[src/rtl/bitcell_array_ctrl.sv]
// Access sequencer for the 8x8 bitcell array: turns a req/ack transaction into
// row select, write strobe and column data waveforms, and captures read data.
module bitcell_array_ctrl #(
    parameter int ADDR_W = 3,
    parameter int DATA_W = 8,
    parameter int WR_CYC = 2,
    parameter int RD_CYC = 1
) (
    input  logic                 clk,
    input  logic                 rst,
    input  logic                 req,
    input  logic                 we,
    input  logic [ADDR_W-1:0]    addr,
    input  logic [DATA_W-1:0]    wdata,
    output logic [DATA_W-1:0]    rdata,
    output logic                 ack,
    output logic                 busy,
    output logic [2**ADDR_W-1:0] row_sel,
    output logic                 rw,
    output logic [DATA_W-1:0]    col_in,
    input  logic [DATA_W-1:0]    col_out
);

    localparam int ROWS  = 2**ADDR_W;
    localparam int CMAX  = (WR_CYC > RD_CYC) ? WR_CYC : RD_CYC;
    localparam int CNT_W = (CMAX < 2) ? 1 : $clog2(CMAX);

    localparam logic [2:0] S_IDLE  = 3'd0;
    localparam logic [2:0] S_SETUP = 3'd1;
    localparam logic [2:0] S_WRITE = 3'd2;
    localparam logic [2:0] S_HOLD  = 3'd3;
    localparam logic [2:0] S_READ  = 3'd4;
    localparam logic [2:0] S_DONE  = 3'd5;

    logic [2:0]        state_reg,   state_next;
    logic [CNT_W-1:0]  cnt_reg,     cnt_next;
    logic              we_reg,      we_next;
    logic [ROWS-1:0]   row_sel_reg, row_sel_next;
    logic              rw_reg,      rw_next;
    logic [DATA_W-1:0] col_in_reg,  col_in_next;
    logic [DATA_W-1:0] rdata_reg,   rdata_next;
    logic              ack_reg,     ack_next;
    logic              busy_reg,    busy_next;
    logic [ROWS-1:0]   addr_onehot;

    generate
        for (genvar gi = 0; gi < ROWS; gi++) begin : g_dec
            assign addr_onehot[gi] = (addr == ADDR_W'(gi));
        end
    endgenerate

    always_comb begin
        state_next   = state_reg;
        cnt_next     = cnt_reg;
        we_next      = we_reg;
        row_sel_next = row_sel_reg;
        rw_next      = rw_reg;
        col_in_next  = col_in_reg;
        rdata_next   = rdata_reg;
        ack_next     = 1'b0;
        case (state_reg)
            S_IDLE: begin
                if (req) begin
                    state_next   = S_SETUP;
                    we_next      = we;
                    row_sel_next = addr_onehot;
                    col_in_next  = we ? wdata : '0;
                    rw_next      = 1'b0;
                    cnt_next     = we ? CNT_W'(WR_CYC - 1) : CNT_W'(RD_CYC - 1);
                end
            end
            S_SETUP: begin
                // rw rises one cycle after row_sel so the select is settled first
                state_next = we_reg ? S_WRITE : S_READ;
                rw_next    = we_reg;
            end
            S_WRITE: begin
                if (cnt_reg == '0) begin
                    state_next = S_HOLD;
                    rw_next    = 1'b0;
                end else begin
                    cnt_next = cnt_reg - 1'b1;
                end
            end
            S_HOLD: begin
                state_next   = S_DONE;
                ack_next     = 1'b1;
                row_sel_next = '0;
                col_in_next  = '0;
            end
            S_READ: begin
                if (cnt_reg == '0) begin
                    state_next   = S_DONE;
                    rdata_next   = col_out;
                    ack_next     = 1'b1;
                    row_sel_next = '0;
                    col_in_next  = '0;
                end else begin
                    cnt_next = cnt_reg - 1'b1;
                end
            end
            S_DONE: begin
                state_next = S_IDLE;
            end
            default: begin
                state_next   = S_IDLE;
                row_sel_next = '0;
                rw_next      = 1'b0;
                col_in_next  = '0;
            end
        endcase
        busy_next = (state_next != S_IDLE);
    end

    always_ff @(posedge clk) begin
        if (rst) begin
            state_reg   <= S_IDLE;
            cnt_reg     <= '0;
            we_reg      <= 1'b0;
            row_sel_reg <= '0;
            rw_reg      <= 1'b0;
            col_in_reg  <= '0;
            rdata_reg   <= '0;
            ack_reg     <= 1'b0;
            busy_reg    <= 1'b0;
        end else begin
            state_reg   <= state_next;
            cnt_reg     <= cnt_next;
            we_reg      <= we_next;
            row_sel_reg <= row_sel_next;
            rw_reg      <= rw_next;
            col_in_reg  <= col_in_next;
            rdata_reg   <= rdata_next;
            ack_reg     <= ack_next;
            busy_reg    <= busy_next;
        end
    end

    assign row_sel = row_sel_reg;
    assign rw      = rw_reg;
    assign col_in  = col_in_reg;
    assign rdata   = rdata_reg;
    assign ack     = ack_reg;
    assign busy    = busy_reg;

endmodule

[config.mk]
export PLATFORM = sky130hd
export DESIGN_NAME = bitcell_array_ctrl
export DESIGN_NICKNAME = d
export VERILOG_FILES = /design/src/rtl/bitcell_array_ctrl.sv
export SDC_FILE = /design/constraint.sdc
export NUM_CORES = 1
export LEC_CHECK = 0
export CAP_MARGIN = 20
export CORE_MARGIN = 5
export CORE_UTILIZATION = 25
export DETAILED_ROUTE_END_ITERATION = 10
export SLEW_MARGIN = 30
export SYNTH_ARGS = -nofsm -noshare
export SYNTH_HDL_FRONTEND = slang
export SYNTH_SLANG_ARGS = --single-unit
[constraint.sdc]
create_clock -name clk -period 1.4 [get_ports clk]
set_input_delay 0.28 -clock clk [delete_from_list [all_inputs] [get_ports clk]]
set_output_delay 0.28 -clock clk [all_outputs]
set_load 0.05 [all_outputs]
== Word-level counts from Yosys, hierarchy flattened ==
Index checks and enable logic that the tools add are counted.

* Bits of input ports: 23
* Word-level logic and storage cells: 60
* Register bits: 32

* Bitwise gates (word level): 3
* $add $sub $neg: 1
* Equal/unequal tests: 15
* Mux-type cells: 20
* Reduce and logical (&&, ||, !) cells: 12

{| class="wikitable"
|+ Operators by type and width
! kind !! count
|-
| $pmux W8 S3 || 2
|-
| $mux W8 || 4
|-
| $eq A3 B3 Y1 const B || 6
|-
| $pmux W3 S5 || 1
|-
| $eq A3 B2 Y1 const B || 4
|-
| $mux W3 || 4
|-
| $eq A3 B1 Y1 const B || 2
|-
| $logic_not A3 Y1 || 2
|-
| $mux W1 || 6
|-
| $ne A2 B2 Y1 const B || 3
|-
| $reduce_and A2 Y1 || 3
|-
| $reduce_and A3 Y1 || 2
|-
| $reduce_or A3 Y1 || 2
|-
| $pmux W1 S2 || 2
|-
| $pmux W1 S4 || 1
|-
| $not A1 Y1 || 3
|-
| $reduce_bool A3 Y1 || 1
|-
| $reduce_bool A2 Y1 || 1
|-
| $reduce_or A2 Y1 || 1
|-
| $sub A1 B1 Y1 const B || 1
|}

== Depth between registers and ports, before layout ==
Gate-level depths: netlist (run 1).

* Depth after elaboration: 4
* Gate-level depth with buffers: 5
* Gate-level depth less buffers: 3

== Least setup slack after synthesis (run 1) ==
OpenSTA, ideal clock, no wires.

* Kind: reg-to-reg
* Start point: register state_reg[0]
* End point: register col_in_reg[4] (netlist: col_in[4])
* Setup slack: 0.072 ns
* Library setup time: 0.072 ns
* Stages on the path, launching flop included: 5
* Data arrival time: 1.256 ns
* Required time: 1.328 ns
* Path buffers: 2
* Cell sequence: dfxtp_1 -> buf_6 -> o32ai_4 -> buf_8 -> mux2i_1

* Longest elaborated chain between the ends: 4

{| class="wikitable"
|+ Ends and longest elaborated chain
! what !! RTL line !! RTL
|-
| start, declared || 35 || <nowiki>logic [2:0] state_reg, state_next;</nowiki>
|-
| start signal, assigned || 127 || <nowiki>state_reg <= state_next;</nowiki>
|-
| $eq A3 B2 Y1, or another cell as far along || 61 || <nowiki>case (state_reg)</nowiki>
|-
| $reduce_or A3 Y1 (no line) || - ||
|-
| $not A1 Y1 (no line) || - ||
|-
| $reduce_and A3 Y1 (no line) || - ||
|-
| end signal, assigned || 132 || <nowiki>col_in_reg <= col_in_next;</nowiki>
|-
| end, declared || 40 || <nowiki>logic [DATA_W-1:0] col_in_reg, col_in_next;</nowiki>
|}

Parallel ways exist; a longest one is shown, timed or not.
A chain may end at the register's enable or synchronous reset.

== Worst setup path in the final report (run 1) ==
* Start point: register state_reg[0]
* End point: register col_in_reg[5] (netlist: col_in[5])

Same word-level chain as after synthesis.

==> impl_metrics.ini, run 1 <==
[yosys]
synth_top_area_frac = 0.417
yosys.cell_types.count = 31
synthesis.instances = 161
syn_avg_cell_area_sq_um = 9.54
yosysTopAreaCell = dfxtp_1
synth_area_sq_um = 1540
yosysWarnings = 0
seq_area_frac_synth = 0.417
synth-seq-cells = 32
synth.net_count = 184
ys_top_cells_by_area = dfxtp_1, mux2i_1, nand2b_1

[timing]
tightest_slew_ns = 0.356
slew_headroom = 0.762
worst_clock_skew_ns = 0.00406
tns_ns = 0
rsz0062_at_grt = true
slew_viol_final = 0
fin_ws_ns = 0.0345
final.period_utilization = 0.975
period_needed_ns = 1.37
clock.fmax_mhz = 732
finalHoldViolCount = 0
setup_viol = 0

[final_layout]
n_fill_cell = 588
drive_above_1_share = 0.291
diodes = 0
final_cell_area_sq_um = 2620
final_nets = 252
synthToLayoutAreaGrowth_pct = 70.6
fin_cells = 305
multi_input_area_sq_um = 802
seq_area_sq_um = 644

[drt]
vias = 1332
drc_errors = 0
routed_via_density = 4.37
antenna_left = 0
drt_iter0_drc = 28
wl_per_cell_um = 12.5
dr.pass1.iters = 4
drt_wl_total_mm = 3.81

[placed_design]
placed_cell_area_sq_um = 2480
preCtsSetupSlack_ns = -0.271
place_inst = 295
hpwl_mm = 2.88
place_congestion = 0.724
port_buffers = 49

[die]
die_y_um = 88.4
ios = 50
die_w_um = 88.4
core_area_sq_um = 5960
start_util = 0.258
rows = 28
die-area_sq_um = 7810

[cts]
postCtsHoldBufs = 0
clk-insertion-delay-late_ns = 0.28
tritoncts = yes
cts_root_buffer = clkbuf_8
htree_levels = 2
max-clock-path-buffers = 2
clkTransAtPathRegs_ns = 0.07
clock_sinks = 32
cts_made_buffers = 5

[critical_path]
r2r-end = col_in[5]
critical_path.max_fanout = 8
start_kind = register
end_kind = register
arrival_ns = 1.57
r2r_slack_ns = 0.03
rr_worst_depth = 4
crit_type = register to register
cp.required_ns = 1.61
crit_end = col_in[5]
startpoint = state_reg[0]
timing.rr.start = state_reg[0]

[grt]
overflow = 0
grt_pass1_wl_mm = 6.00
antenna_found_initial = 0
grt_pass1_vias = 1278
grt_util_all_layers = 0.100
grt_max_degree = 17

[pwr]
cellPowerDensity_nw_per_um2 = 1050
p_leak_nw = 1.03
peakVddDrop_mv = 0.681

[outcome]
outcome = completed

[min_path]
hold_path_class = primary input to register

[job]
maxCapViolCount = 0
-- worst max-delay path, stage by stage (launching register included) --
cell and delay, ns:
dfxtp_4 0.36, buf_6 0.13, o32ai_4 0.39, clkbuf_16 0.24, mux2i_1 0.18
-- area by class of cell --
cell class                 count  area share
sequential                    32       0.246
multi-input combinational    115       0.306
tap                           75      0.0358
timing repair buffer          74       0.377
inverter                       1     0.00143
clock buffer                   8      0.0344
-- cell usage in the layout, fill, tap and decap left out, types with 2 or more instances in the layout --
cell type,count
a21oi_1,13
nand2b_1,17
nor2_1,5
clkbuf_1,2
clkbuf_8,6
o21bai_1,2
nor4b_4,2
nor2b_1,3
nor3_1,3
buf_12,28
mux2i_1,19
nand2_1,24
buf_4,22
dlymetal6s2s_1,2
nor3b_1,4
nand3_1,8
clkdlybuf4s50_1,20
nand4b_1,2
dfxtp_1,31
-- kinds of logic (layout without fill, tap and decap cells) --
logic type / count (synthesis) / in the layout / synth area share
XOR/XNOR: 1 / 1 / 0.00570
AND/OR/NAND/NOR: 76 / 76 / 0.306
AO/OA/AOI/OAI: 19 / 19 / 0.0847
buffers and inverters: 14 / 83 / 0.0627
multiplexers: 19 / 19 / 0.124
flip-flops: 32 / 32 / 0.417
-- per-stage QoR --
step,hold slack (ns),power (W),utilization
3_5_place_dp,0.483,0.00200,0.417
2_1_floorplan,0.416,0.00158,-
4_1_cts,0.493,0.00274,0.432
3_3_place_gp,0.479,0.00199,0.417
5_1_grt,0.518,0.00289,0.440
6_report,0.487,0.00274,0.440
-- synth_stat cells --
library cell / instances
nand3_1: 8
clkbuf_1: 3
nand4b_1: 2
nand2b_1: 17
a21oi_1: 13
a21o_1: 1
nor4b_4: 2
nor2_1: 5
or3b_1: 1
nor4_1: 1
nor4b_2: 1
o21bai_1: 2
or4b_1: 1
buf_8: 1
o32ai_4: 1
dfxtp_1: 32
nand2_1: 24
mux2i_1: 19
nor2b_1: 4
a221o_1: 1
o21ai_0: 1
inv_1: 1
or2_2: 1
buf_4: 1
nor4_4: 1
nor3b_1: 4
buf_6: 3
buf_2: 5
xnor2_1: 1
nor3_1: 3
nor4_2: 1
-- power breakdown --
group	switching (W)	internal [W]
sequential	0.0000663	0.000975
clock	0.000325	0.000401
combinational	0.000451	0.000523
-- metal layers --
layer	vias up	part of all wire	track usage
li1	683	-	-
met1	608	0.42	0.115
met2	34	0.49	0.172
met3	7	0.072	0.0372
met4	0	0.010	0.0330
met5	-	0	0
-- worst min path at each step --
stage | from | end | cells past startpoint
after floorplan | col_out[0] | rdata[0] | 2
after global placement | rdata[4] | rdata[4] | 2
after detailed placement | rdata[7] | rdata[7] | 2
after CTS | rdata[7] | rdata[7] | 2
after global routing | rdata[0] | rdata[0] | 2
final | req | rw | 4
-- repair_timing --
item | in CTS | in global routing
buffers inserted | 0 | 1
gates resized for setup | 0 | 6
setup endpoints to repair | 0 | 11
No activity file was read; power rests on OpenSTA's default activity.
==> run 2: changes to the inputs <==
--- a/config.mk
+++ b/config.mk
@@ -9,6 +9,7 @@
 export CORE_MARGIN = 5
 export CORE_UTILIZATION = 25
 export DETAILED_ROUTE_END_ITERATION = 10
+export SETUP_SLACK_MARGIN = 0.3
 export SLEW_MARGIN = 30
 export SYNTH_ARGS = -nofsm -noshare
 export SYNTH_HDL_FRONTEND = slang
==> run 2 against run 1 <==
Against the previous run: die area did not move; first-iteration DRC count is 50% lower; total power grew 4.6%; clock skew increased by 0.0031 ns; design area grew 6.7%; global-route usage rose by 0.26 points; worst setup slack better by 0.0055 ns; combinational power grew 12%; core utilization grew 2.9 points; non-clock buffer count unchanged; fmax up 0.40%.
==> impl_metrics.ini, run 2 (synthesis gave the netlist of run 1 again) <==
[critical_path]
crit_type = register to register
arrival_ns = 1.52
crit_chain = buf_6, or4b_4, nand2_1, a21oi_1
critPathSlowestCell = or4b_4
start_kind = register
cp_slowest_stage_delay_ns = 0.63
critical_path.max_fanout = 8
end_kind = register
cp.required_ns = 1.56

[drt]
wl_per_cell_um = 13.0
dr.pass1.iters = 4
antenna_left = 0
vias = 1368
drt_wl_total_mm = 3.97
drt_iter0_drc = 14
drc_errors = 0
routed_via_density = 4.49

[final_layout]
drive_above_1_share = 0.487
n_fill_cell = 587
seq_area_sq_um = 679
final_common_cell = buf_12
diodes = 0
multi_input_area_sq_um = 888
final_cell_mix = buf_12, dfxtp_2, clkdlybuf4s50_1
final_nets = 252
synthToLayoutAreaGrowth_pct = 82.0

[die]
ios = 50
die_w_um = 88.4
core_area_sq_um = 5960
die-area_sq_um = 7810
die_y_um = 88.4
rows = 28
start_util = 0.258

[placed_design]
hpwl_mm = 2.80
place_congestion = 0.729
port_buffers = 49

[pwr]
p_leak_nw = 1.06
p_total_w = 0.00287
peakVddDrop_mv = 0.746
cellPowerDensity_nw_per_um2 = 1030

[timing]
clock.fmax_mhz = 735
final.period_utilization = 0.971
setup_viol = 0
hold_slack_ns = 0.474
rsz0062_at_grt = true
finalHoldViolCount = 0
tightest_slew_ns = 0.274
slew_headroom = 0.816
period_needed_ns = 1.36
worst_clock_skew_ns = 0.00712
slew_viol_final = 0

[cts]
cts_root_buffer = clkbuf_8
cts_made_buffers = 5
clk-insertion-delay-late_ns = 0.28
htree_levels = 2
tritoncts = yes
max-clock-path-buffers = 2
clkTransAtPathRegs_ns = 0.06
postCtsHoldBufs = 0
clock_sinks = 32

[outcome]
outcome = completed

[job]
maxCapViolCount = 0

[grt]
grt_pass1_wl_mm = 6.30
grt_pass1_vias = 1372
grt_max_degree = 23
overflow = 0
grt_util_all_layers = 0.103
antenna_found_initial = 0

[min_path]
hold_path_class = register to register
-- run 2: worst max-delay path, delay by kind of cell, from the launching register on --
| family | cells | cell delay [ns] |
|---|---|---|
| simple gates | 2 | 0.74 |
| compound gates | 1 | 0.06 |
| flops | 1 | 0.34 |
| buf+inv | 1 | 0.11 |
-- run 2: area by class of cell --
class | instances | share of cell area
Timing Repair Buffer | 74 | 0.372
Clock buffer | 8 | 0.0322
Tap cell | 75 | 0.0336
Multi-Input combinational cell | 115 | 0.318
Sequential cell | 32 | 0.243
Inverter | 1 | 0.00134
-- run 2: path summary, 6_finish.rpt --
check / from / endpoint / slack, ns / cells after the start
max: state_reg[1] / rdata[2] / 0.04 / 4
min reg2reg: rdata[7] / rdata[7] / 0.47 / 2
min: rdata[7] / rdata[7] / 0.47 / 2
max reg2reg: state_reg[1] / rdata[2] / 0.04 / 4
-- run 2: what timing repair did --
| action | in CTS | in global routing |
|---|---|---|
| buffers inserted | 5 | 1 |
| pin swaps | 4 | 17 |
| gates resized for setup | 28 | 36 |
| endpoints found under the setup margin | 43 | 47 |
| gates cloned | 1 | 0 |
-- run 2: through the flow --
step                      instances  setup WS [ns]  TNS (ns)  utilization  cell area, sq um
after floorplan                 161         0.0753         0            -              1550
after global routing            305         0.0101         0        0.470              2800
final                           305         0.0400         0        0.470              2800
after global placement          290         -0.187     -3.54        0.414              2460
after detailed placement        290         -0.232     -4.38        0.414              2460
after CTS                       304         0.0671         0        0.451              2690
-- run 2: routing by layer --
metal  GRT usage  part of all wire  vias up
met5           0                 0        -
met4      0.0165            0.0050        0
met3      0.0493             0.093        2
met2       0.179              0.50       40
met1       0.116              0.40      639
li1            -                 -      687
-- run 2: power by group --
part / internal, W / switching (W) / leakage [nW] / total [W]
logic: 0.000596 / 0.000490 / 0.745 / 0.00109
clock network: 0.000401 / 0.000326 / 0.0455 / 0.000727
registers: 0.000986 / 0.0000678 / 0.274 / 0.00105
total: 0.00198 / 0.000884 / 1.06 / 0.00287
==> run 3: changes to the inputs <==
--- a/config.mk
+++ b/config.mk
@@ -5,6 +5,7 @@
 export SDC_FILE = /design/constraint.sdc
 export NUM_CORES = 1
 export LEC_CHECK = 0
+export ABC_CLOCK_PERIOD_IN_PS = 1440
 export CAP_MARGIN = 20
 export CORE_MARGIN = 5
 export CORE_UTILIZATION = 25
==> constraint.sdc (replaced) <==
create_clock -name clk -period 1.44 [get_ports clk]
set_input_delay 0.288 -clock clk [delete_from_list [all_inputs] [get_ports clk]]
set_output_delay 0.288 -clock clk [all_outputs]
set_load 0.05 [all_outputs]
==> run 3 against run 2 <==
Against the previous run: die area stayed put; clock power is 2% higher; sequential cell count is the same; clock-buffer cell count shrank 1; sequential power about the same; critical endpoint is now col_in[6]; largest cell class unchanged; largest power group unchanged.
==> impl_metrics.ini, run 3 (synthesis gave the netlist of run 1 again) <==
[critical_path]
arrival_ns = 1.54
end_kind = register
cp.required_ns = 1.64
start_kind = register
critical_path.max_fanout = 8
crit_type = register to register

[final_layout]
n_fill_cell = 587
drive_above_1_share = 0.405
diodes = 0
final_cell_mix = buf_12, nand2_1, buf_4
final_nets = 260
synthToLayoutAreaGrowth_pct = 80.9
final_common_cell = buf_12

[timing]
clock.fmax_mhz = 749
slew_viol_final = 0
fin_ws_ns = 0.105
rsz0062_at_grt = true
finalHoldViolCount = 0
slew_headroom = 0.817
worst_clock_skew_ns = 0.00513
final.period_utilization = 0.927
tightest_slew_ns = 0.272
setup_viol = 0
period_needed_ns = 1.33

[grt]
grt_max_degree = 23
grt_pass1_wl_mm = 6.59
grt_util_all_layers = 0.107
grt_pass1_vias = 1452
antenna_found_initial = 0
overflow = 0

[placed_design]
place_congestion = 0.746
preCtsSetupSlack_ns = -0.204
port_buffers = 49
hpwl_mm = 2.80

[pwr]
p_int_w = 0.00197
swShare = 0.302
p_leak_nw = 1.08
p_total_w = 0.00282
cellPowerDensity_nw_per_um2 = 1010
combPwrFrac = 0.377
p_seq_frac = 0.360
switchingPower_w = 0.000853
clkPwrFrac = 0.263
peakVddDrop_mv = 0.600

[drt]
drc_errors = 0
drt_iter0_drc = 22
routed_via_density = 4.41
drt_wl_total_mm = 4.06
antenna_left = 0
dr.pass1.iters = 3
wl_per_cell_um = 13.0
vias = 1377

[die]
rows = 28
core_area_sq_um = 5960
die_y_um = 88.4
die_w_um = 88.4
start_util = 0.258
ios = 50
die-area_sq_um = 7810

[cts]
clkTransAtPathRegs_ns = 0.07
tritoncts = yes
cts_made_buffers = 5
postCtsHoldBufs = 0
clk-insertion-delay-late_ns = 0.28
cts_root_buffer = clkbuf_8
clock_sinks = 32
max-clock-path-buffers = 2
htree_levels = 2

[outcome]
outcome = completed

[min_path]
hold_path_class = register to register

[job]
maxCapViolCount = 0
==> run 3: cell types whose count changed in the layout (fill, tap and decap cells not counted), sizes merged <==
cell / before / now
buf: 52 / 60
clkbuf: 8 / 7
==> run 3: final timing paths <==
check / from / to / slack, ns / cells past startpoint
worst max-delay path: state_reg[2] / col_in[6] / 0.11 / 5
worst min-delay path: rdata[7] / rdata[7] / 0.47 / 2
worst max register to register: state_reg[2] / col_in[6] / 0.11 / 5
worst min register to register: rdata[7] / rdata[7] / 0.47 / 2
==> run 3: cell type report <==
| class | instances | area [sq um] | area share |
|---|---|---|---|
| Timing Repair Buffer | 82 | 1090 | 0.392 |
| Multi-Input combinational cell | 115 | 833 | 0.300 |
| Sequential cell | 32 | 664 | 0.239 |
| Clock buffer | 7 | 96.3 | 0.0347 |
| Tap cell | 75 | 93.8 | 0.0338 |
| Inverter | 1 | 3.75 | 0.00135 |
==> run 3: what timing repair did <==
action                                  CTS  global route
gates cloned                              1             0
buffers inserted                          5             6
endpoints found under the setup margin   31            41
pin swaps                                 3            11
resized for setup                        14            24
==> run 3: routing by layer <==
layer	global-route usage	up-vias	wire length [um]
met5	0	-	0
met4	0.0247	0	21
met3	0.0493	3	380
met2	0.192	37	2000
met1	0.116	635	1660
li1	-	702	-
==> run 3: critical path: stages, from the launching register on <==
cell	delay, ns
dfxtp_4	0.36
buf_6	0.13
o32ai_4	0.30
buf_12	0.16
buf_12	0.13
mux2i_1	0.18
==> run 3: stage by stage <==
stage,hold slack (ns),instances,utilization,TNS [ns],area [sq um]
after floorplan,0.428,161,-,0,1550
after global placement,0.475,293,0.415,-2.95,2470
after detailed placement,0.480,293,0.415,-3.47,2470
after CTS,0.489,306,0.449,0,2680
after global routing,0.492,312,0.467,0,2780
final,0.472,312,0.467,0,2780
==> run 3: power groups by stage <==
| stage | clock, W | combinational, W | sequential (W) |
|---|---|---|---|
| floorplan | 0 | 0.000382 | 0.00116 |
| detailed placement | 0 | 0.000905 | 0.00103 |
| CTS | 0.000774 | 0.00102 | 0.00101 |
| global route | 0.000819 | 0.00113 | 0.00103 |
| global placement | 0 | 0.000898 | 0.00103 |
| finish | 0.000741 | 0.00106 | 0.00102 |
